### src/rtl/uart_pkg.sv
// Shared UART constants and FSM state encoding, common to the receive and transmit blocks.
package uart_pkg;

    localparam int DEF_CLK_FREQ     = 100_000_000;
    localparam int DEF_BAUD         = 9600;
    localparam int DEF_CLKS_PER_BIT = DEF_CLK_FREQ / DEF_BAUD;
    localparam int DEF_HALF_BIT     = DEF_CLKS_PER_BIT / 2;
    localparam int DATA_BITS        = 8;

    typedef logic [1:0] uart_state_t;

    localparam uart_state_t S_IDLE  = 2'd0;
    localparam uart_state_t S_START = 2'd1;
    localparam uart_state_t S_DATA  = 2'd2;
    localparam uart_state_t S_STOP  = 2'd3;

    function automatic int half_bit(input int clks_per_bit);
        return clks_per_bit / 2;
    endfunction

endpackage

### src/rtl/uart_rx_if.sv
// Receive-side UART bundle: serial line and enable in, byte and status strobes out.
interface uart_rx_if;
    import uart_pkg::*;

    logic                 rx_en;
    logic                 rx;
    logic [DATA_BITS-1:0] data;
    logic                 done;
    logic                 busy;
    logic                 err;

    modport master (output rx_en, rx, input  data, done, busy, err);
    modport slave  (input  rx_en, rx, output data, done, busy, err);

endinterface

### src/rtl/uart_sync2.sv
// Two-flop synchronizer for an asynchronous single-bit input, with selectable reset value.
module uart_sync2 #(
    parameter logic RST_VAL = 1'b1
) (
    input  logic clk,
    input  logic rst,
    input  logic i_d,
    output logic o_q
);

    logic r_f1;
    logic r_f2;

    always_ff @(posedge clk) begin
        if (rst) begin
            r_f1 <= RST_VAL;
            r_f2 <= RST_VAL;
        end else begin
            r_f1 <= i_d;
            r_f2 <= r_f1;
        end
    end

    assign o_q = r_f2;

endmodule

### src/rtl/uart_rx.sv
// 8N1 UART receiver: mid-bit sampling driven by a down-counter, byte out with done/err strobes.
module uart_rx
    import uart_pkg::*;
#(
    parameter int CLK_FREQ     = DEF_CLK_FREQ,
    parameter int BAUD         = DEF_BAUD,
    parameter int CLKS_PER_BIT = CLK_FREQ / BAUD
) (
    input  logic clk,
    input  logic rst,
    uart_rx_if.slave bus
);

    localparam int HALF = half_bit(CLKS_PER_BIT);
    localparam int CW   = $clog2(CLKS_PER_BIT);

    uart_state_t          r_state;
    logic [CW-1:0]        r_cnt;
    logic [2:0]           r_bit;
    logic [DATA_BITS-1:0] r_shift;
    logic [DATA_BITS-1:0] r_data;
    logic                 r_done;
    logic                 r_err;
    logic                 r_busy;
    logic                 w_rx_s;
    logic                 w_exp;

    uart_sync2 #(.RST_VAL(1'b1)) u_sync (
        .clk (clk),
        .rst (rst),
        .i_d (bus.rx),
        .o_q (w_rx_s)
    );

    assign w_exp = (r_cnt == '0);

    // Expiry costs one extra cycle, so reloading CLKS_PER_BIT-1 spaces samples exactly one bit apart.
    always_ff @(posedge clk) begin
        if (rst) begin
            r_state <= S_IDLE;
            r_cnt   <= '0;
            r_bit   <= '0;
            r_shift <= '0;
            r_data  <= '0;
            r_done  <= 1'b0;
            r_err   <= 1'b0;
            r_busy  <= 1'b0;
        end else begin
            r_done <= 1'b0;
            r_err  <= 1'b0;
            case (r_state)
                S_IDLE: begin
                    if (bus.rx_en && !w_rx_s) begin
                        r_cnt   <= CW'(HALF);
                        r_busy  <= 1'b1;
                        r_state <= S_START;
                    end
                end
                S_START: begin
                    if (!w_exp) begin
                        r_cnt <= r_cnt - CW'(1);
                    end else if (!w_rx_s) begin
                        r_cnt   <= CW'(CLKS_PER_BIT - 1);
                        r_bit   <= '0;
                        r_state <= S_DATA;
                    end else begin
                        r_busy  <= 1'b0;
                        r_state <= S_IDLE;
                    end
                end
                S_DATA: begin
                    if (!w_exp) begin
                        r_cnt <= r_cnt - CW'(1);
                    end else begin
                        r_shift[r_bit] <= w_rx_s;
                        r_cnt          <= CW'(CLKS_PER_BIT - 1);
                        if (r_bit == 3'(DATA_BITS - 1)) r_state <= S_STOP;
                        else                            r_bit   <= r_bit + 3'd1;
                    end
                end
                S_STOP: begin
                    if (!w_exp) begin
                        r_cnt <= r_cnt - CW'(1);
                    end else begin
                        // Leave at mid-stop-bit so the next start edge is caught early.
                        if (w_rx_s) begin
                            r_data <= r_shift;
                            r_done <= 1'b1;
                        end else begin
                            r_err  <= 1'b1;
                        end
                        r_busy  <= 1'b0;
                        r_state <= S_IDLE;
                    end
                end
                default: r_state <= S_IDLE;
            endcase
        end
    end

    assign bus.data = r_data;
    assign bus.done = r_done;
    assign bus.err  = r_err;
    assign bus.busy = r_busy;

endmodule

### src/flat_wrapper.sv
// flat-port wrapper written by rule: the top's interface ports become plain ports
module uart_rx_flat import uart_pkg::*;
#(
    parameter int CLK_FREQ     = DEF_CLK_FREQ,
    parameter int BAUD         = DEF_BAUD,
    parameter int CLKS_PER_BIT = CLK_FREQ / BAUD
)
  (clk, rst, bus_rx_en, bus_rx, bus_data, bus_done, bus_busy, bus_err);
  uart_rx_if bus_i ();
  input  logic clk;
  input  logic rst;
  input wire logic [$bits(bus_i.rx_en)-1:0] bus_rx_en;
  input wire logic [$bits(bus_i.rx)-1:0] bus_rx;
  output wire logic [$bits(bus_i.data)-1:0] bus_data;
  output wire logic [$bits(bus_i.done)-1:0] bus_done;
  output wire logic [$bits(bus_i.busy)-1:0] bus_busy;
  output wire logic [$bits(bus_i.err)-1:0] bus_err;
  assign bus_i.rx_en = bus_rx_en;
  assign bus_i.rx = bus_rx;
  assign bus_data = bus_i.data;
  assign bus_done = bus_i.done;
  assign bus_busy = bus_i.busy;
  assign bus_err = bus_i.err;
  uart_rx #(.CLK_FREQ(CLK_FREQ), .BAUD(BAUD), .CLKS_PER_BIT(CLKS_PER_BIT)) u_core (.clk(clk), .rst(rst), .bus(bus_i));
endmodule
### config.mk
export PLATFORM = sky130hd
export DESIGN_NAME = uart_rx_flat
export DESIGN_NICKNAME = d
export VERILOG_FILES = /design/src/rtl/uart_pkg.sv /design/src/rtl/uart_rx_if.sv /design/src/rtl/uart_sync2.sv /design/src/rtl/uart_rx.sv /design/src/flat_wrapper.sv
export SDC_FILE = /design/constraint.sdc
export NUM_CORES = 1
export LEC_CHECK = 0
export ABC_AREA = 0
export CAP_MARGIN = 30
export CORE_ASPECT_RATIO = 1.1
export CORE_MARGIN = 2
export CORE_UTILIZATION = 40
export CTS_BUF_LIST = sky130_fd_sc_hd__clkbuf_8
export DETAILED_ROUTE_END_ITERATION = 10
export PLACE_DENSITY = 0.65
export SLEW_MARGIN = 20
export SYNTH_ARGS = -nofsm -noshare
export SYNTH_HDL_FRONTEND = slang
export SYNTH_SLANG_ARGS = --single-unit
### constraint.sdc
create_clock -name clk -period 3.2 [get_ports clk]
set_input_delay 0.48 -clock clk [delete_from_list [all_inputs] [get_ports clk]]
set_output_delay 0.48 -clock clk [all_outputs]
set_load 0.01 [all_outputs]
=== Word level (Yosys, flattened, before mapping) ===
Cells that the tools add are included.

* $add $sub $neg: 2
* $lt $le $gt $ge: 2
* Eq/ne operators: 14
* Multiplexer cells: 28
* Bitwise logic cells: 2
* Reduce and logical (&&, ||, !) cells: 14

{| class="wikitable"
|+ Operator list
! cell !! number
|-
| $mux W14 || 5
|-
| $pmux W14 S4 || 1
|-
| $reduce_and A5 Y1 || 3
|-
| $logic_not A14 Y1 || 1
|-
| $sub A14 B1 Y14 const B || 1
|-
| $mux W2 || 6
|-
| $mux W3 || 4
|-
| $ne A2 B1 Y1 const B || 5
|-
| $bwmux W8 || 1
|-
| $ne A2 B2 Y1 const B || 4
|-
| $pmux W2 S4 || 1
|-
| $mux W1 || 7
|-
| $pmux W3 S2 || 1
|-
| $reduce_and A3 Y1 || 2
|-
| $eq A2 B2 Y1 const B || 2
|-
| $lt A3 B4 Y1 const B || 1
|-
| $add A3 B1 Y3 const B || 1
|-
| $demux W1 S3 || 1
|-
| $eq A3 B3 Y1 const B || 1
|-
| $ge A3 B1 Y1 const B || 1
|-
| $ne A3 B3 Y1 const B || 1
|-
| $pmux W1 S3 || 1
|-
| $reduce_bool A3 Y1 || 1
|-
| $reduce_or A3 Y1 || 1
|-
| 7 further kinds || 9
|}

* Bits in registers: 40
* Input port bits: 4

=== Longest topological paths before layout ===
Gate-level depths: netlist (run 1).

* Depth after elaboration: 5
* Depth in mapped cells: 8
* Gate-level depth less buffers: 7

=== Hierarchy ===
Synthesis (run 1) repeated with hierarchy kept, for this count alone.

* Cells, all modules: 242
* Area total of the unflattened synthesis: 2065.7 um2

{| class="wikitable"
|+ Modules (own cells, without submodules)
! module !! times used !! cells each !! area each (um2) !! seq. area each (um2)
|-
| uart_rx || 1 || 238 || 2013.2 || 760.7
|-
| uart_sync2 || 1 || 4 || 52.6 || 40.0
|}

=== Least setup slack after synthesis (run 1) ===
OpenSTA, ideal clock, no wires.

* Kind: reg-to-reg
* Start: register u_core.r_cnt[0]
* End: register u_core.r_cnt[7]
* Library setup time: 0.117 ns
* Arrival: 1.754 ns
* Setup slack: 1.329 ns
* Cell stages (with the launch flop): 9
* Period minus slack after synthesis: 1.871 ns
* Path through: dfxtp_1 inv_1 ha_1 nor4b_4 nand4_2 buf_6 o221ai_4 o22ai_2 a22o_1

* Word-level cells in the longest chain between the ends: 3
* Elaborated cells on any way between the ends: 9
* Classes of those cells: add/sub: 1; eq/ne: 2; mux: 4; reduce/logical: 2

{| class="wikitable"
|+ Ends and longest elaborated chain
! element !! line !! source
|-
| start, declared || uart_rx.sv:18 || <nowiki>logic [CW-1:0] r_cnt;</nowiki>
|-
| start signal, assigned || uart_rx.sv:54 || <nowiki>r_cnt <= CW'(HALF);</nowiki>
|-
| start signal, assigned || uart_rx.sv:61 || <nowiki>r_cnt <= r_cnt - CW'(1);</nowiki>
|-
| start signal, assigned || uart_rx.sv:63 || <nowiki>r_cnt <= CW'(CLKS_PER_BIT - 1);</nowiki>
|-
| $sub A14 B1 Y14 / $logic_not A14 Y1 (equally long branches) || n/a ||
|-
| $mux W14 (tied with other cells) || uart_rx.sv:82 || <nowiki>if (!w_exp) begin</nowiki>
|-
| $pmux W14 S4 / $reduce_and A3 Y1 (equally long branches) || n/a ||
|}

Parallel ways exist; a longest one is shown, timed or not. The select of a mux whose other input is x is not followed.
A chain may end at the register's enable or synchronous reset.

=== Worst setup path after layout (run 1) ===
* Start: register u_core.r_cnt[0]
* End: register u_core.r_cnt[8]

The elaborated chain is that of the path after synthesis.

==> impl_results.md, run 1 <==
- Via/cell ratio: between 5 and 6
- Peak supply drop: 0.3218 mV
- DRC viols: 0
- Rows: 27
- Ranking of synthesized cells by area: dfxtp_1 (38%), nand2_1 (4.9%), ha_1 (4.7%), a21oi_1 (4.2%), mux2i_1 (3.8%)
- Drt first pass iters: 4
- Sequential fraction of the synthesis area: between 30% and 40%
- Starting Density: between 40% and 50%
- Least-Margin Pin Slew: approximately 0.63 ns
- # setup viols final: 0
- Synthesized area per cell: around 8.5 µm²
- Total nets after synthesis: 263
- Buffer and inverter count on the worst path: 1
- Crit path depth: 7
- Slew Viols, Final: 0
- Commonest cells in the netlist: dfxtp_1 (40), nand2_1 (28), nor2_1 (20)
- Slew margin rel.: 57.85%
- Drt first-iter violations: between 100 and 150
- Final Hold Vio Count: 0
- Post-Route Setup TNS: 0 ns
- Crit path largest cell delay: 0.65 ns
- Ys Warns: 0
- Synth area leader: dfxtp_1
- Sink Count: 40
- Synthesized flop and latch total: 40
- # H-tree levels: 2
- Setup Skew: between 0.008 and 0.009 ns
- Total of max-cap violations: 0
- Ant diodes: 0
- Share of cells above drive strength 1: under 10%
- I/O Pins: 15
- Reg2Reg Depth: 7
- Routed length per placed instance: between 15 and 20 µm
- Core Area: just over 5000 µm²
- CTS Hold Buffers Added: 0
- Worst r2r src: u_core.r_cnt[0]
- Ys flop type: dfxtp_1
- Total GRT Usage: approximately 18%
- Run status: complete, no violations
- CP max-delay cell: o21ai_1
- Worst reg2reg setup slack: 0.72 ns
- Post-synth EDFFs: 0
- Minimum clock period: about 2.5 ns
- Die area: ~6000 µm²
- Hold_ws: 0.4186 ns
- Startpoint Class: register
- Top cell type's share of synthesized area: ~38%
- Setup crit start: u_core.r_cnt[0]
- Power Density: roughly 700 nW/µm²
- RSZ-0062 raised after global routing: false
- CTS clk-pin slew, worst paths: about 0.08 ns
- Fillers: ~500
- Remaining Overflow, GRT: 0
- Longest Clk Path Bufs: 2
- Global-route wire length before repair: 8266 µm
- Final RePlAce weighted congestion: between 0.8 and 0.9
- FFs w/ async S/R, synth: 0%
- Crit path to: u_core.r_cnt[8]
- Crit path max-delay family: compound AO/OA/AOI/OAI gates
- Initial antenna violation count: 0
- Synth cell types: 57
- Fin nets: about 270
- Number of global-route vias before repair: about 1,800
- DP HPWL: 3365 µm
- Worst Path Arrival: between 2 and 3 ns
- Crit. End Element: register
- Largest net degree at the start of global routing: 26
- Root Buffer: clkbuf_8
- CTS tree: yes
- Die span in y: roughly 80 µm
- Overall power: about 1.6 mW
- Period utilization: about 78%
- Leakage: between 0.8 and 0.9 nW
- Post-CTS Setup Bufs: 0
- Vias: between 1,500 and 2,000
- FMAX: 402.6 MHz
- TritonCTS Buffers: 5
- Total Wirelength: a little under 5000 µm
- CTS resizes: 0
- Die width: 73.59 µm
- Worst Path Required: between 3 and 4 ns
- Largest fanout on the critical path: 14
- Hold crit path type: reg -> reg
- CP Cell Sequence: inv_1 -> ha_1 -> nor4b_4 -> nand4_2 -> o21ai_1 -> nor2_1 -> a22o_1
- Clk pwr share: between 20% and 30%
- Synthesized area: between 2000 and 2500 µm²
- Pint: approximately 1 mW
- Layout area overhead: 12.62%
- Antenna-violating nets left: 0
- I/O Buffers: 14
- Library cell with the highest instance count after synthesis: dfxtp_1
- Gate power share: 37.5%
- Net Sw Frac: just under 40%
- Seq pwr share: 35.7%
- Clock Latency Late Sink: 0.30 ns
- P_sw: roughly 0.64 mW
- Reg2reg end: u_core.r_cnt[8]
- Cell count after synthesis: approximately 250
- Crit path kind: reg -> reg
per-layer routing:
metal	vias to the layer above	wire [µm]	track usage, %
met5	-	0	0
li1	943	-	-
met2	30	2298	28.57
met1	875	2272	22.37
met4	0	102	8.909
met3	9	179	4.141
power groups by stage:
stage | clock (mW) | sequential [mW] | combinational, mW
after floorplan | 0 | 0.576 | 0.534
after global placement | 0 | 0.595 | 0.598
after detailed placement | 0 | 0.595 | 0.603
after CTS | 0.452 | 0.584 | 0.606
after global routing | 0.472 | 0.590 | 0.681
final | 0.439 | 0.586 | 0.615
worst min-delay path by stage:
stage	cells after the start	startpoint	end
after floorplan	1	u_core.u_sync.r_f1	u_core.u_sync.o_q
after global placement	1	u_core.u_sync.r_f1	u_core.u_sync.o_q
after detailed placement	1	u_core.u_sync.r_f1	u_core.u_sync.o_q
after CTS	1	u_core.u_sync.r_f1	u_core.u_sync.o_q
after global routing	1	u_core.u_sync.r_f1	u_core.u_sync.o_q
final	1	u_core.u_sync.r_f1	u_core.u_sync.o_q
through the flow:
stage          setup slack [ns]  utilization, %  std cells  area, µm²
2_1_floorplan             1.329               -        251       2131
3_3_place_gp             0.8432           44.96        310       2278
3_5_place_dp             0.7488           44.96        310       2278
4_1_cts                  0.7073           47.36        318       2400
5_1_grt                  0.4853           47.36        318       2400
6_report                 0.7161           47.36        318       2400
worst reg2reg max path, stage by stage, from the launching register on:
cell and delay [ns]:
dfxtp_1 0.35, inv_1 0.09, ha_1 0.18, nor4b_4 0.31
nand4_2 0.41, o21ai_1 0.65, nor2_1 0.14, a22o_1 0.26
sequential cells by signal (all words and copies together) (netlist names), 3 cells and up, named ones only:
register         cells
u_core.r_cnt        14
u_core.bus.data      8
u_core.r_shift       8
u_core.r_bit         3
cell usage in the layout (no fill, tap or decap), types with 4 or more instances in the layout:
| master | count |
|---|---|
| clkbuf_8 | 6 |
| o21ai_0 | 6 |
| dfxtp_1 | 40 |
| nor2_1 | 20 |
| a21oi_1 | 18 |
| a31oi_1 | 4 |
| nor4_1 | 6 |
| inv_1 | 12 |
| clkdlybuf4s50_1 | 14 |
| nor3_1 | 15 |
| nand2_1 | 28 |
| ha_1 | 8 |
| nand3_1 | 7 |
| mux2i_1 | 8 |
logic make-up (layout without fill, tap and decap cells):
| kind of cell | Yosys count | in the layout | synth area share (%) |
|---|---|---|---|
| buffers and inverters | 27 | 36 | 5.696 |
| XOR/XNOR | 1 | 1 | 0.4111 |
| flip-flops | 40 | 40 | 37.58 |
| AND/OR/NAND/NOR | 102 | 102 | 25.84 |
| AO/OA/AOI/OAI | 65 | 65 | 22.02 |
| multiplexers | 8 | 8 | 3.758 |
| adder cells (fa/ha/maj) | 8 | 8 | 4.698 |
final cells by class:
class	instances	area (µm²)	share of cell area [%]
Clock buffer	6	82.58	3.441
Clock inverter	2	38.79	1.616
Inverter	13	48.80	2.033
Multi-Input combinational cell	184	1209	50.37
Sequential cell	40	800.8	33.37
Tap cell	58	72.57	3.024
Timing Repair Buffer	15	147.6	6.152
(Power assumes the default switching activity.)
==> run 2, diff against run 1 <==
==> constraint.sdc (replaced) <==
create_clock -name clk -period 2.5 [get_ports clk]
set_input_delay 0.375 -clock clk [delete_from_list [all_inputs] [get_ports clk]]
set_output_delay 0.375 -clock clk [all_outputs]
set_load 0.01 [all_outputs]
==> impl_results.md, run 2 (synthesis gave the netlist of run 1 again) <==
- Clk pwr share: between 20% and 30%
- Clock Latency Late Sink: slightly above 0.3 ns
- Routed length per placed instance: between 15 and 20 µm
- RSZ-0062 raised after global routing: false
- Met2 Usage GRT: 32.14%
- Post-CTS Setup Bufs: 0
- Layout Utilization: 47.78%
- Fin nets: about 280
- Hold crit path type: reg -> reg
- Final setup margin: between 0.15 and 0.2 ns
- Largest net degree at the start of global routing: 33
- Die width: about 74 µm
- Grt met3 use: under 10%
- Post-Route Setup TNS: 0 ns
- Total of max-cap violations: 0
- Crit. End Element: register
- Longest Clk Path Bufs: 2
- FMAX: around 430 MHz
- Core Area: 5067 µm²
- Antenna-violating nets left: 0
- Seq pwr share: 36.1%
- CTS resizes: 0
- Slew Viols, Final: 0
- Minimum clock period: roughly 2.3 ns
- TritonCTS Buffers: 5
- Least-Margin Pin Slew: 0.6016 ns
- Gate power share: approximately two fifths
- Via/cell ratio: 5.904
- Peak supply drop: 0.3582 mV
- Crit path kind: reg -> reg
- Met1 Usage GRT: 21.80%
- Share of cells above drive strength 1: 11.65%
- I/O Pins: 15
- CTS Hold Buffers Added: 0
- Die area: about 6000 µm²
- Overall power: just over 2 mW
- Leakage: about 0.89 nW
- Initial antenna violation count: 0
- Worst Path Required: ~2.7 ns
- Slew margin rel.: between 50% and 60%
- Max FFs per register: 14
- CTS tree: yes
- Most common cell after layout, fill and taps aside: dfxtp_1
- Final Hold Vio Count: 0
- Hold_ws: 0.4139 ns
- Total GRT Usage: 18.77%
- Rows: 27
- Pre-CTS setup slack: 0.2372 ns
- Starting Density: between 40% and 50%
- Sink Count: 40
- Drt first pass iters: 4
- Largest reg by FF count: u_core.r_cnt
- Root Buffer: clkbuf_8
- Layout area overhead: 13.62%
- Pint: 1.215 mW
- Die span in y: approximately 80 µm
- Setup Skew: about 0.0068 ns
- DP HPWL: around 3600 µm
- Worst Path Arrival: roughly 2.6 ns
- Remaining Overflow, GRT: 0
- Largest fanout on the critical path: 8
- P_sw: 0.8515 mW
- Net Sw Frac: about two fifths
- Number of global-route vias before repair: between 1,500 and 2,000
- Startpoint Class: register
- Power Density: 853.4 nW/µm²
- I/O Buffers: 14
- Commonest cells after routing, fill and taps aside: dfxtp_1 (40), nand2_1 (28), nor2_1 (20)
- # H-tree levels: 2
- Global-route wire length before repair: roughly 8600 µm
- Run status: complete, no violations
- DRC viols: 0
- Period utilization: roughly 94%
- Total Wirelength: between 5000 and 6000 µm
- Ant diodes: 0
- CTS clk-pin slew, worst paths: 0.08 ns
- Vias: around 1,900
- Global route hottest layer: met2
- Drt first-iter violations: between 100 and 150
- # setup viols final: 0
- Final RePlAce weighted congestion: between 0.8 and 0.9
[run 2: layout make-up]
type,count,area (µm²)
Fill cell,512,2646
Sequential cell,40,800.8
Clock buffer,6,82.58
Timing Repair Buffer,21,192.7
Tap cell,58,72.57
Clock inverter,2,15.01
Multi-Input combinational cell,184,1209
Inverter,13,48.80
[run 2: power by group through the flow]
stage	combinational (mW)	sequential [mW]	clock, mW
floorplan	0.683	0.737	0
global placement	0.827	0.758	0
detailed placement	0.835	0.760	0
CTS	0.840	0.745	0.476
global route	0.922	0.754	0.502
finish	0.851	0.746	0.470
[run 2: critical path, cell delays in order (launching register included)]
cell and delay, ns:
dfxtp_1 0.35, inv_1 0.10, ha_1 0.18, nor4b_4 0.31, nand4_2 0.30, o21ai_0 0.58, o21ai_0 0.18, a221oi_1 0.27
[run 2: worst paths after layout]
| check | from | to | slack (ns) | cells past startpoint |
|---|---|---|---|---|
| setup reg to reg | u_core.r_cnt[0] | u_core.r_cnt[12] | 0.15 | 7 |
| setup / recovery | u_core.r_cnt[0] | u_core.r_cnt[12] | 0.15 | 7 |
| hold reg to reg | u_core.u_sync.r_f1 | u_core.u_sync.o_q | 0.41 | 1 |
| hold / removal | u_core.u_sync.r_f1 | u_core.u_sync.o_q | 0.41 | 1 |
[run 2: layer usage]
metal | vias up | wire (µm)
met4 | 0 | 88
met1 | 903 | 2237
met3 | 12 | 256
met2 | 48 | 2590
met5 | - | 0
li1 | 950 | -
[run 2: per-stage QoR]
step,std cells,cell area [µm²]
floorplan,251,2131
global placement,316,2323
detailed placement,316,2323
CTS,324,2421
global route,324,2421
finish,324,2421
